--- src/rtl/pps_gen_pkg.sv ---
// Shared definitions for the PPS generator and related timestamping blocks.
package pps_gen_pkg;

  localparam int unsigned SEC_W  = 48;
  localparam int unsigned NSEC_W = 30;

  localparam logic [NSEC_W-1:0] NSEC_MODULO = 30'd1_000_000_000;

  typedef enum logic [1:0] {
    StIdle,
    StWait,
    StArmed,
    StHigh
  } pps_state_e;

endpackage

--- src/rtl/pps_gen_boundary.sv ---
// Second-boundary detector: tracks the previous RTC seconds value and flags
// changes and non-unit steps (forward skips, backward steps, 48-bit wrap aware).
module pps_gen_boundary
  import pps_gen_pkg::*;
(
  input  logic             i_clk,
  input  logic             i_rst_n,
  input  logic             i_load,
  input  logic [SEC_W-1:0] i_sec,
  output logic             o_sec_chg,
  output logic             o_sec_jump
);

  logic [SEC_W-1:0] r_sec_prev;
  logic [SEC_W-1:0] w_sec_inc;

  always_ff @(posedge i_clk or negedge i_rst_n) begin
    if (!i_rst_n) begin
      r_sec_prev <= '0;
    end else if (i_load) begin
      r_sec_prev <= i_sec;
    end
  end

  assign w_sec_inc  = r_sec_prev + SEC_W'(1);
  assign o_sec_chg  = (i_sec != r_sec_prev);
  assign o_sec_jump = o_sec_chg && (i_sec != w_sec_inc);

endmodule

--- src/rtl/pps_gen.sv ---
// 1 PPS generator at a programmable phase and width, driven by the RTC sec/nsec bus.
// Optional PPS_GEN_TOD_EN adds o_tod_sec/o_tod_valid latched at each pulse rise.
module pps_gen
  import pps_gen_pkg::*;
#(
  parameter int unsigned PULSE_W_BITS = 16,
  parameter int unsigned CNT_BITS     = 32
) (
  input  logic                    i_clk,
  input  logic                    i_rst_n,
  input  logic                    i_enable,
  input  logic [NSEC_W-1:0]       i_offset_ns,
  input  logic [PULSE_W_BITS-1:0] i_width_clks,
  input  logic [SEC_W-1:0]        i_sec,
  input  logic [NSEC_W-1:0]       i_nsec,
  output logic                    o_pps_out,
  output logic [CNT_BITS-1:0]     o_pps_count,
  output logic [CNT_BITS-1:0]     o_jump_count
`ifdef PPS_GEN_TOD_EN
  ,
  output logic [SEC_W-1:0]        o_tod_sec,
  output logic                    o_tod_valid
`endif
);

  pps_state_e              r_state, w_state_d;
  logic [PULSE_W_BITS-1:0] r_wcnt, w_wcnt_d;
  logic                    r_chg_seen, w_chg_seen_d;
  logic                    r_pps;
  logic [CNT_BITS-1:0]     r_pps_count, r_jump_count;
  logic                    w_fire, w_hit, w_load, w_sec_chg, w_sec_jump;
  logic [PULSE_W_BITS-1:0] w_width_m1;

  assign w_load = (r_state != StIdle) || i_enable;

  pps_gen_boundary u_boundary (
    .i_clk      (i_clk),
    .i_rst_n    (i_rst_n),
    .i_load     (w_load),
    .i_sec      (i_sec),
    .o_sec_chg  (w_sec_chg),
    .o_sec_jump (w_sec_jump)
  );

  assign w_hit      = (i_nsec >= i_offset_ns) && (i_offset_ns < NSEC_MODULO);
  assign w_width_m1 = (i_width_clks == '0) ? '0 : i_width_clks - PULSE_W_BITS'(1);

  always_comb begin
    w_state_d    = r_state;
    w_wcnt_d     = r_wcnt;
    w_chg_seen_d = r_chg_seen;
    w_fire       = 1'b0;
    unique case (r_state)
      StIdle:  if (i_enable) w_state_d = StWait;
      // Evaluating hit on the boundary cycle itself gives offset 0 a 1-clk latency.
      StWait: begin
        if (w_sec_chg) begin
          if (w_hit) w_fire = 1'b1;
          else       w_state_d = StArmed;
        end
      end
      StArmed: if (w_hit) w_fire = 1'b1;
      StHigh: begin
        if (w_sec_chg && w_hit) begin
          w_fire = 1'b1;
        end else begin
          if (w_sec_chg) w_chg_seen_d = 1'b1;
          if (r_wcnt == '0) begin
            w_state_d = (r_chg_seen || w_sec_chg) ? StArmed : StWait;
          end else begin
            w_wcnt_d = r_wcnt - PULSE_W_BITS'(1);
          end
        end
      end
      default: w_state_d = StIdle;
    endcase
    if (w_fire) begin
      w_state_d    = StHigh;
      w_wcnt_d     = w_width_m1;
      w_chg_seen_d = 1'b0;
    end
    if (!i_enable) begin
      w_state_d = StIdle;
      w_fire    = 1'b0;
    end
  end

  always_ff @(posedge i_clk or negedge i_rst_n) begin
    if (!i_rst_n) begin
      r_state      <= StIdle;
      r_wcnt       <= '0;
      r_chg_seen   <= 1'b0;
      r_pps        <= 1'b0;
      r_pps_count  <= '0;
      r_jump_count <= '0;
    end else begin
      r_state    <= w_state_d;
      r_wcnt     <= w_wcnt_d;
      r_chg_seen <= w_chg_seen_d;
      r_pps      <= (w_state_d == StHigh);
      if (w_fire) r_pps_count <= r_pps_count + CNT_BITS'(1);
      if (i_enable && (r_state != StIdle) && w_sec_jump) begin
        r_jump_count <= r_jump_count + CNT_BITS'(1);
      end
    end
  end

  assign o_pps_out    = r_pps;
  assign o_pps_count  = r_pps_count;
  assign o_jump_count = r_jump_count;

`ifdef PPS_GEN_TOD_EN
  logic [SEC_W-1:0] r_tod_sec;
  logic             r_tod_valid;

  always_ff @(posedge i_clk or negedge i_rst_n) begin
    if (!i_rst_n) begin
      r_tod_sec   <= '0;
      r_tod_valid <= 1'b0;
    end else begin
      r_tod_valid <= w_fire;
      if (w_fire) r_tod_sec <= i_sec;
    end
  end

  assign o_tod_sec   = r_tod_sec;
  assign o_tod_valid = r_tod_valid;
`endif

endmodule

--- config.mk ---
export PLATFORM = sky130hd
export DESIGN_NAME = pps_gen
export DESIGN_NICKNAME = d
export VERILOG_FILES = /design/src/rtl/pps_gen_pkg.sv /design/src/rtl/pps_gen_boundary.sv /design/src/rtl/pps_gen.sv
export SDC_FILE = /design/constraint.sdc
export NUM_CORES = 1
export LEC_CHECK = 0
export CORE_MARGIN = 2
export CORE_UTILIZATION = 50
export CTS_BUF_LIST = sky130_fd_sc_hd__clkbuf_4 sky130_fd_sc_hd__clkbuf_8
export CTS_CLUSTER_SIZE = 25
export DETAILED_ROUTE_END_ITERATION = 8
export GPL_TIMING_DRIVEN = 0
export PLACE_DENSITY = 0.78
export SETUP_SLACK_MARGIN = 0.2
export SKIP_CTS_REPAIR_TIMING = 1
export SYNTH_ARGS = -nofsm -noshare
export SYNTH_HDL_FRONTEND = slang
export SYNTH_HIERARCHICAL = 1
export SYNTH_SLANG_ARGS = --single-unit
--- constraint.sdc ---
create_clock -name i_clk -period 4.65 [get_ports i_clk]
set_input_delay 0.465 -clock i_clk [delete_from_list [all_inputs] [get_ports i_clk]]
set_output_delay 0.465 -clock i_clk [all_outputs]
set_load 0.01 [all_outputs]
; ---- After elaboration in Yosys (flattened, before gate mapping)
; Index checks and enable logic that the tools add are counted.
[word_totals]
output_inout_bits = 65
word_cells = 59
ff_bits = 132
[classes]
add_sub_neg = 5
reduce_logical = 15
magnitude_cmp = 2
muxes = 22
n_eq_ne = 8
[ops]
columns = cell, count
row1 = 48-bit inequality test, 2
row2 = 16-bit two-way mux, 5
row3 = "32-bit by 1-bit adder with 32-bit output, second input constant", 2
row4 = "48-bit by 1-bit adder with 48-bit output, second input constant", 1
row5 = 16-bit logical NOT, 2
row6 = "16-bit by 1-bit subtractor with 16-bit output, second input constant", 2
row7 = 30-bit greater-or-equal comparator, 1
row8 = "30-bit < comparator, second input constant", 1
row9 = 2-bit two-way mux, 7
row10 = 1-bit two-way mux, 8
row11 = "2-bit == test, second input constant", 3
row12 = 2-bit one-hot mux with 3 select lines, 1
row13 = 3-bit AND reduction, 2
row14 = 2-bit nonzero test, 3
row15 = 1-bit logical AND, 5
row16 = "2-bit by 1-bit inequality test with 1-bit output, second input constant", 2
row17 = 1-bit one-hot mux with 3 select lines, 1
row18 = "2-bit by 1-bit == test with 1-bit output, second input constant", 1
row19 = 2-bit logical NOT, 1
row20 = 1-bit logical OR, 2

; ---- Logic depth before layout (Yosys ltp)
; Gate-level depths: netlist (run 1).
[depth]
word_depth = 9
ltp_mapped = 17
mapped_depth_nobuf = 15

; ---- Cells and area by module
; The synthesis (run 1) kept the hierarchy.
[modules_own_cells]
columns = module, area_per_inst_um2, instances, cells_per_inst, seq_area_each_um2
row1 = pps_gen, 5263.8, 1, 577, 2102.0
row2 = pps_gen_boundary, 3867.5, 1, 424, 1201.2

; ---- Worst setup path before layout (run 1)
; OpenSTA, ideal clock, no wires.
[synth_timing]
path_kind = reg2reg
startpoint = register u_boundary.r_sec_prev[1]
endpoint = register r_jump_count[30] (netlist: o_jump_count[30])
path_slack_ns = 1.091
stages_incl_launch_ff = 17
setup_time_ns = 0.125
t_arrival_ns = 3.434
path_cell_list = dfrtp_1 > ha_1 > nand3_1 > or3_1 > o311ai_0 > nand2_1 > o22a_1 > o211a_1 > a41oi_1 > o2111ai_1 > nor3_2 > and2_0 > buf_2 > nand3_1 > nor3_2 > nand3_1 > xnor2_1
[synth_via]
elab_chain_len = 4
word_cells_on_any_way = 5
classes_between = add/sub (1) / eq/ne (2) / reduce/logical (2)
[synth_rtl]
columns = item, line
row1 = from (decl), pps_gen_boundary.sv:14  ; logic [SEC_W-1:0] r_sec_prev;
row2 = from (signal assigned), pps_gen_boundary.sv:21  ; r_sec_prev <= i_sec;
row3 = 48-bit by 1-bit adder with 48-bit output, pps_gen_boundary.sv:25  ; assign w_sec_inc = r_sec_prev + SEC_W'(1);
row4 = 48-bit inequality test, pps_gen_boundary.sv:27  ; assign o_sec_jump = o_sec_chg && (i_sec != w_sec_inc);
row5 = 1-bit logical AND (*), pps_gen_boundary.sv:27
row6 = net w_sec_jump, pps_gen.sv:31  ; logic w_fire, w_hit, w_load, w_sec_chg, w_sec_jump;
row7 = 1-bit logical AND (*), pps_gen.sv:102  ; if (i_enable && (r_state != StIdle) && w_sec_jump) begin
row8 = to (signal assigned), pps_gen.sv:103  ; r_jump_count <= r_jump_count + CNT_BITS'(1);
row9 = to (decl), pps_gen.sv:30  ; logic [CNT_BITS-1:0] r_pps_count, r_jump_count;
; Mark *: on every way through the listed nets, which the timed path passes. The rest lies on a longest branch.
; A chain may end at the register's enable or synchronous reset.

; ---- Worst setup path after layout (run 1)
[layout_timing]
startpoint = register u_boundary.r_sec_prev[4]
endpoint = register r_jump_count[30] (netlist: o_jump_count[30])
; The elaborated chain is that of the path after synthesis.

==> results of run 1 <==
-- state kept, by name (all words and copies together) (netlist names) --
register and count:
o_jump_count 32, o_pps_count 32, o_pps_out 1, r_chg_seen 1, r_state 2, r_wcnt 16
u_boundary/r_sec_prev 48
-- logic make-up (layout without fill, tap and decap cells) --
family / Yosys count / count (layout)
AND/OR/NAND/NOR: 420 / 420
AO/OA/AOI/OAI: 137 / 137
XOR/XNOR: 137 / 137
flip-flops: 132 / 132
buffers and inverters: 89 / 318
multiplexers: 51 / 51
adder cells (fa/ha/maj): 35 / 35
-- critical path: cells and delay by family (launching register included) --
family,cells,cell delay [ns]
and+or+nand+nor,8,1.78
AOI/OAI and AO/OA,5,1.24
DFF,1,0.45
buffers and inverters,2,0.44
xor gates and xnor gates,1,0.13
-- metrics by stage --
stage,setup WS [ns],util,setup TNS [ns],hold slack (ns)
after global placement,-2.31,0.631,-303.46,0.460
final,0.473,0.663,0,-0.0277
after detailed placement,-0.0661,0.632,-0.140,0.476
after global routing,0.194,0.663,0,0.00454
after floorplan,1.09,-,0,0.169
after CTS,-0.0856,0.657,-0.197,-0.0105
-- cell usage in the layout, fill, tap and decap left out, types with 6 or more instances in the layout --
cell type / instances
nor3b_1: 6
o31ai_1: 7
nor2_1: 63
mux2_2: 47
and3_1: 14
xor2_1: 57
or3_1: 19
inv_1: 54
nand4_1: 50
clkbuf_1: 21
and4_1: 14
inv_6: 8
a31oi_1: 23
nor4_2: 7
or4_1: 8
a211oi_1: 7
xnor2_1: 80
clkdlybuf4s50_1: 190
o21ai_0: 38
nor2b_1: 7
nor3_1: 29
nor4_1: 37
buf_2: 9
a21oi_1: 26
ha_1: 35
dfrtp_1: 132
nand2_1: 67
clkbuf_8: 17
nand3_1: 52
-- power by group --
group	internal (mW)	switching, mW	total [mW]	leakage, nW
Combinational	0.514	0.521	1.04	2.93
Clock	0.556	0.531	1.09	0.223
Sequential	1.31	0.203	1.52	1.62
-- path summary, 6_finish.rpt --
kind / from / endpoint / depth (start not counted)
setup reg to reg: u_boundary/r_sec_prev[4] / o_jump_count[30] / 16
min in group i_clk: o_jump_count[31] / o_jump_count[31] / 1
setup / recovery: u_boundary/r_sec_prev[4] / o_jump_count[30] / 16
max in group asynchronous: i_rst_n / o_jump_count[5] / 2
hold reg to reg: o_jump_count[31] / o_jump_count[31] / 1
hold / removal: i_rst_n / u_boundary/r_sec_prev[5] / 1
-- synthesized netlist by cell type (3+ instances only) --
master    count  share of area
nor3_1       32          0.018
nor2b_1       7         0.0048
nand2b_1      5         0.0034
nor4_1       41          0.028
a211oi_1      7         0.0058
or4_1         8         0.0066
and4b_1       3         0.0033
nor3b_1       6         0.0049
o31a_1        3         0.0029
inv_1        54          0.022
o311ai_0      3         0.0029
nor2_1       63          0.026
dfrtp_1     132           0.36
ha_1         35          0.048
nor4b_1       4         0.0038
mux2_2       47          0.058
a21oi_1      26          0.014
clkbuf_1     25          0.010
nand3_1      53          0.029
and2_1        4         0.0027
xnor2_1      80          0.077
nand4_1      50          0.034
o21ai_0      38          0.021
a311oi_1      3         0.0029
and4_1       14          0.013
nand4b_1      5         0.0048
mux2i_1       4         0.0044
a31oi_1      23          0.016
o211ai_1      3         0.0025
xor2_1       57          0.055
or3_1        20          0.014
nor4_2        3         0.0041
and3_1       14         0.0096
o31ai_1       7         0.0058
buf_2         9         0.0049
a21o_1        5         0.0041
nand2_1      67          0.028
-- cell type report --
| type | count | area [um^2] |
|---|---|---|
| fill | 1518 | 6050 |
| inverter | 54 | 203 |
| clock buffer | 17 | 234 |
| multi-input combinational | 780 | 5550 |
| sequential | 132 | 3300 |
| clock inverter | 15 | 203 |
| buffer | 35 | 155 |
| timing repair buffer | 197 | 1980 |
| tap | 229 | 287 |
-- per-layer routing --
layer | share of wire | vias up | global-route usage
met2 | 0.50 | 253 | 0.454
li1 | - | 4121 | -
met5 | 0.00052 | - | 0
met1 | 0.41 | 4058 | 0.318
met3 | 0.056 | 63 | 0.0632
met4 | 0.033 | 2 | 0.0888
==> out/metrics.yaml, run 1 <==
ys_ff_latch: 132
synth_edf_count: 0
grt_overflow: 0
ant_nets: 0
antenna_cells: 0
grt_pass1_vias: 8387
critPathKind: "reg -> reg"
hp-class: "in -> async"
maxSlewHeadroom: 0.579
via_per_inst: 5.82
crit_chain: "nand3_1 > clkbuf_1 > or3_4 > o311ai_0 > nand2_1 > o22a_1 > o211a_1 > a41oi_2 > o2111ai_2 > nor3_2 > and2_0 > buf_2 > nand3_1 > nor3_2 > nand3_1 > xnor2_1"
grt_usage: 0.261
core_um2: 18000
slew_viol_final: 0
finalPower_mw: 3.64
numCtsBuffers: 17
route.detailed.drc: 0
area_growth_pct: 30.4
syn_area_um2: 9130
timing.final.crit_share: 0.898
synth_compound_area_frac: 0.0956
synth_warnings: 6
setup_viol: 0
rows: 49
synthXorXnorAreaFrac: 0.131
clk_path_buf_depth: 2
hpwl_mm: 19.1
antenna_found_initial: 1
initial_utilization: 0.508
slowest_delay_ns: 0.49
design_area_um2: 11900
synthMuxAreaShare: 0.0623
wl_per_cell_um: 17.1
max_cap_violations: 0
holdWs_ns: -0.0277
dr.pass1.iters: 8
cts.sinks: 132
cts_tree: "built"
cellLeakagePower_nw: 4.78
ios: 192
nets: 1379
power-per-cell-area_nw_per_um2: 306
synthSimpleGateAreaFrac: 0.262
cts_root_buf: "clkbuf_8"
drt_iter0_drc: 525
dp_cells: 1422
cp.arrival_ns: 4.51
routabilityCongestion: 0.963
grt_pass1_wl_mm: 41.4
synthAdderAreaFrac: 0.0480
max_freq_mhz: 239
vias: 8497
path_max_fanout: 10
finalWirelength_mm: 24.9
synth_flop_cell: "dfrtp_1"
start_kind: "register"
vdd_drop_max_v: 0.000235
syn_nets: 1163
final_cells: 1459
min_period_ns: 4.18
end_kind: "register"
yosysSeqAreaShare: 0.362
dieArea_um2: 19400
dpl_cell_area_um2: 11400
cp_data_required_time_ns: 4.99
grt_max_degree: 71
cp_slowest_cell: "or3_4"
port_buffers: 191
worstMarginPinSlew_ns: 0.631
synth_cell_types: 70
path_clk_slew_ns: 0.09
run_status: "finished, violations left"
fin_skew_ns: 0.0154
die-width_um: 139
synth_cells: 1001
rsz0062_at_grt: "false"
cts.htree.levels: 4
cpMostUsedCell: "nand3_1"
clock_latency_ns: 0.46
drive_gt1_frac: 0.105
synth_top_family_by_area: "simple AND/OR/NAND/NOR gates"
async_reset_ff_frac: 1.00
violations: "hold timing"
hold_viol: 8
rrSetupSlack_ns: 0.47
die_h_um: 139
syn_avg_cell_area_um2: 9.12
Power figures use the tool's default switching activity.
==> run 2: changes to the inputs <==
CORE_UTILIZATION = 48   (was 50)
PLACE_DENSITY = 0.79   (was 0.78)
clock period = 3.39 ns   (was 4.65 ns; I/O delays follow)
==> out/metrics.yaml, run 2 (synthesis results as in run 1) <==
nets: 1425  # was 1379
final_common_cell: "clkdlybuf4s50_1"  # unchanged
dp_cells: 1427  # was 1422
dieArea_um2: 20100  # was 19400 um^2
final_cells: 1513  # was 1459
max_cap_violations: 0  # unchanged
hp-class: "in -> async"  # unchanged
worstReg2RegStart: "u_boundary/r_sec_prev[3]"  # was u_boundary/r_sec_prev[4]
core_um2: 18700  # was 18000 um^2
rows: 50  # was 49
dr.pass1.iters: 6  # was 8
rrSetupSlack_ns: -0.46  # was 0.47 ns
design_area_um2: 12700  # was 11900 um^2
largest_reg_flops: 48  # unchanged
die_h_um: 142  # was 139 um
critPathBufInv: 5  # was 2
min_period_ns: 3.85  # was 4.18 ns
fillers: 1443  # was 1518
reg2reg_depth: 18  # was 16
r2r-end: "o_jump_count[26]"  # was o_jump_count[30]
power-per-cell-area_nw_per_um2: 396  # was 306 nW/um^2
tns_ns: -5.92  # was 0 ns
rsz0062_at_grt: "true"  # was false
dpl_cell_area_um2: 11500  # was 11400 um^2
power_frac_comb: 0.310  # was 0.284
path_clk_slew_ns: 0.09  # about the same
routabilityCongestion: 0.924  # was 0.963
cp.arrival_ns: 4.20  # was 4.51 ns
ant_nets: 0  # unchanged
cts.sinks: 132  # unchanged
grt_overflow: 0  # unchanged
holdWs_ns: 0.368  # was -0.0277 ns
critPathKind: "reg -> reg"  # unchanged
clock_latency_ns: 0.47  # was 0.46 ns
path_max_fanout: 7  # was 10
p_int_mw: 3.17  # was 2.38 mW
grt_pass1_wl_mm: 41.1  # was 41.4 mm
cts_tree: "built"  # unchanged
finalWirelength_mm: 26.3  # was 24.9 mm
grt_pass1_vias: 8335  # was 8387
cpMostUsedCell: "buf_6"  # was nand3_1
slowest_delay_ns: 0.47  # was 0.49 ns
antenna_found_initial: 3  # was 1
seqPwrFrac: 0.417  # about the same
drt_iter0_drc: 482  # was 525
grt_max_degree: 91  # was 71
end_kind: "register"  # unchanged
crit_chain: "buf_6 > nand4_1 > buf_6 > or3_4 > buf_8 > or4_4 > a221oi_2 > nand4b_1 > nor4_4 > a41oi_4 > o2111ai_4 > nor3_4 > and2_4 > buf_6 > nand3_4 > nor3_4 > buf_4 > xor2_1"  # was nand3_1 > clkbuf_1 > or3_4 > o311ai_0 > nand2_1 > o22a_1 > o211a_1 > a41oi_2 > o2111ai_2 > nor3_2 > and2_0 > buf_2 > nand3_1 > nor3_2 > nand3_1 > xnor2_1
timing.final.crit_share: 1.14  # was 0.898
crit_family: "simple AND/OR/NAND/NOR gates"  # unchanged
vias: 8781  # was 8497
cellLeakagePower_nw: 5.17  # was 4.78 nW
cp_data_required_time_ns: 3.73  # was 4.99 ns
fin_skew_ns: 0.0241  # was 0.0154 ns
wl_per_cell_um: 17.4  # was 17.1 um
slew_viol_final: 0  # unchanged
port_buffers: 191  # unchanged
cts_root_buf: "clkbuf_8"  # unchanged
violations: "setup timing"  # was hold timing
drive_gt1_frac: 0.183  # was 0.105
hpwl_mm: 19.2  # was 19.1 mm
via_per_inst: 5.80  # was 5.82
start_kind: "register"  # unchanged
run_status: "finished, violations left"  # unchanged
max_freq_mhz: 259  # was 239 MHz
numCtsBuffers: 17  # unchanged
clkPwrFrac: 0.273  # was 0.299
worstMarginPinSlew_ns: 1.26  # was 0.631 ns
cts.htree.levels: 4  # unchanged
route.detailed.drc: 0  # unchanged
swShare: 0.371  # was 0.345
clk_path_buf_depth: 2  # unchanged
fin_ws_ns: -0.464  # was 0.473 ns
mostFrequentLayoutCells: "190 x clkdlybuf4s50_1, 120 x dfrtp_1, 77 x xnor2_1"  # was 190 x clkdlybuf4s50_1, 132 x dfrtp_1, 80 x xnor2_1
maxSlewHeadroom: 0.153  # was 0.579
hold_viol: 0  # was 8
initial_utilization: 0.488  # was 0.508
ios: 192  # unchanged
grt_usage: 0.256  # was 0.261
largest_register: "u_boundary/r_sec_prev"  # unchanged
area_growth_pct: 39.1  # was 30.4%
die-width_um: 142  # was 139 um
cp_slowest_cell: "or4_4"  # was or3_4
vdd_drop_max_v: 0.000313  # was 0.000235 V
p_sw_mw: 1.87  # was 1.26 mW
setup_viol: 24  # was 0
## run 2: cell count changes in the layout (fill, tap and decap cells not counted), moves of 8 or more
cell | before | now
nand3_1 | 52 | 43
dfrtp_2 | 0 | 12
clkbuf_1 | 21 | 13
buf_6 | 2 | 16
dfrtp_1 | 132 | 120
buf_4 | 4 | 44
## run 2: area by class of cell
| class | count | area (um^2) | share of cell area |
|---|---|---|---|
| antenna | 3 | 7.51 | 0.000591 |
| timing repair buffer | 243 | 2350 | 0.185 |
| sequential | 132 | 3320 | 0.261 |
| multi-input combinational | 780 | 5880 | 0.463 |
| clock buffer | 17 | 234 | 0.0184 |
| buffer | 35 | 243 | 0.0191 |
| inverter | 54 | 203 | 0.0160 |
| clock inverter | 15 | 178 | 0.0140 |
| tap | 234 | 293 | 0.0230 |
## run 2: metrics by stage
stage	setup WS [ns]	util	total power, mW
final	-0.464	0.679	5.04
after global routing	-0.603	0.679	5.33
after CTS	-0.927	0.638	4.92
after detailed placement	-0.899	0.616	3.53
after global placement	-3.99	0.614	3.48
after floorplan	0.0127	-	2.88
## run 2: worst max path at each step
stage	from	end	slack, ns	cells after the start
3_5_place_dp	u_boundary/r_sec_prev[1]	o_jump_count[30]	-0.90	17
4_1_cts	u_boundary/r_sec_prev[1]	o_jump_count[31]	-0.93	15
5_1_grt	u_boundary/r_sec_prev[3]	o_jump_count[26]	-0.60	18
3_3_place_gp	i_rst_n	u_boundary/r_sec_prev[0]	-3.99	1
6_report	u_boundary/r_sec_prev[3]	o_jump_count[26]	-0.46	18
2_1_floorplan	u_boundary/r_sec_prev[1]	o_jump_count[30]	0.01	16
## run 2: per-layer routing
| layer | global-route usage | vias to the layer above | part of all wire |
|---|---|---|---|
| li1 | - | 4230 | - |
| met1 | 0.314 | 4170 | 0.41 |
| met2 | 0.434 | 323 | 0.50 |
| met3 | 0.0715 | 58 | 0.066 |
| met4 | 0.0858 | 0 | 0.026 |
| met5 | 0 | - | 0 |
## run 2: power by group through the flow
stage               clock [mW]  sequential (mW)  combinational, mW
floorplan                    0             2.09              0.786
global route              1.49             2.14               1.71
CTS                       1.41             2.08               1.43
finish                    1.38             2.10               1.56
global placement             0             2.10               1.38
detailed placement           0             2.11               1.42
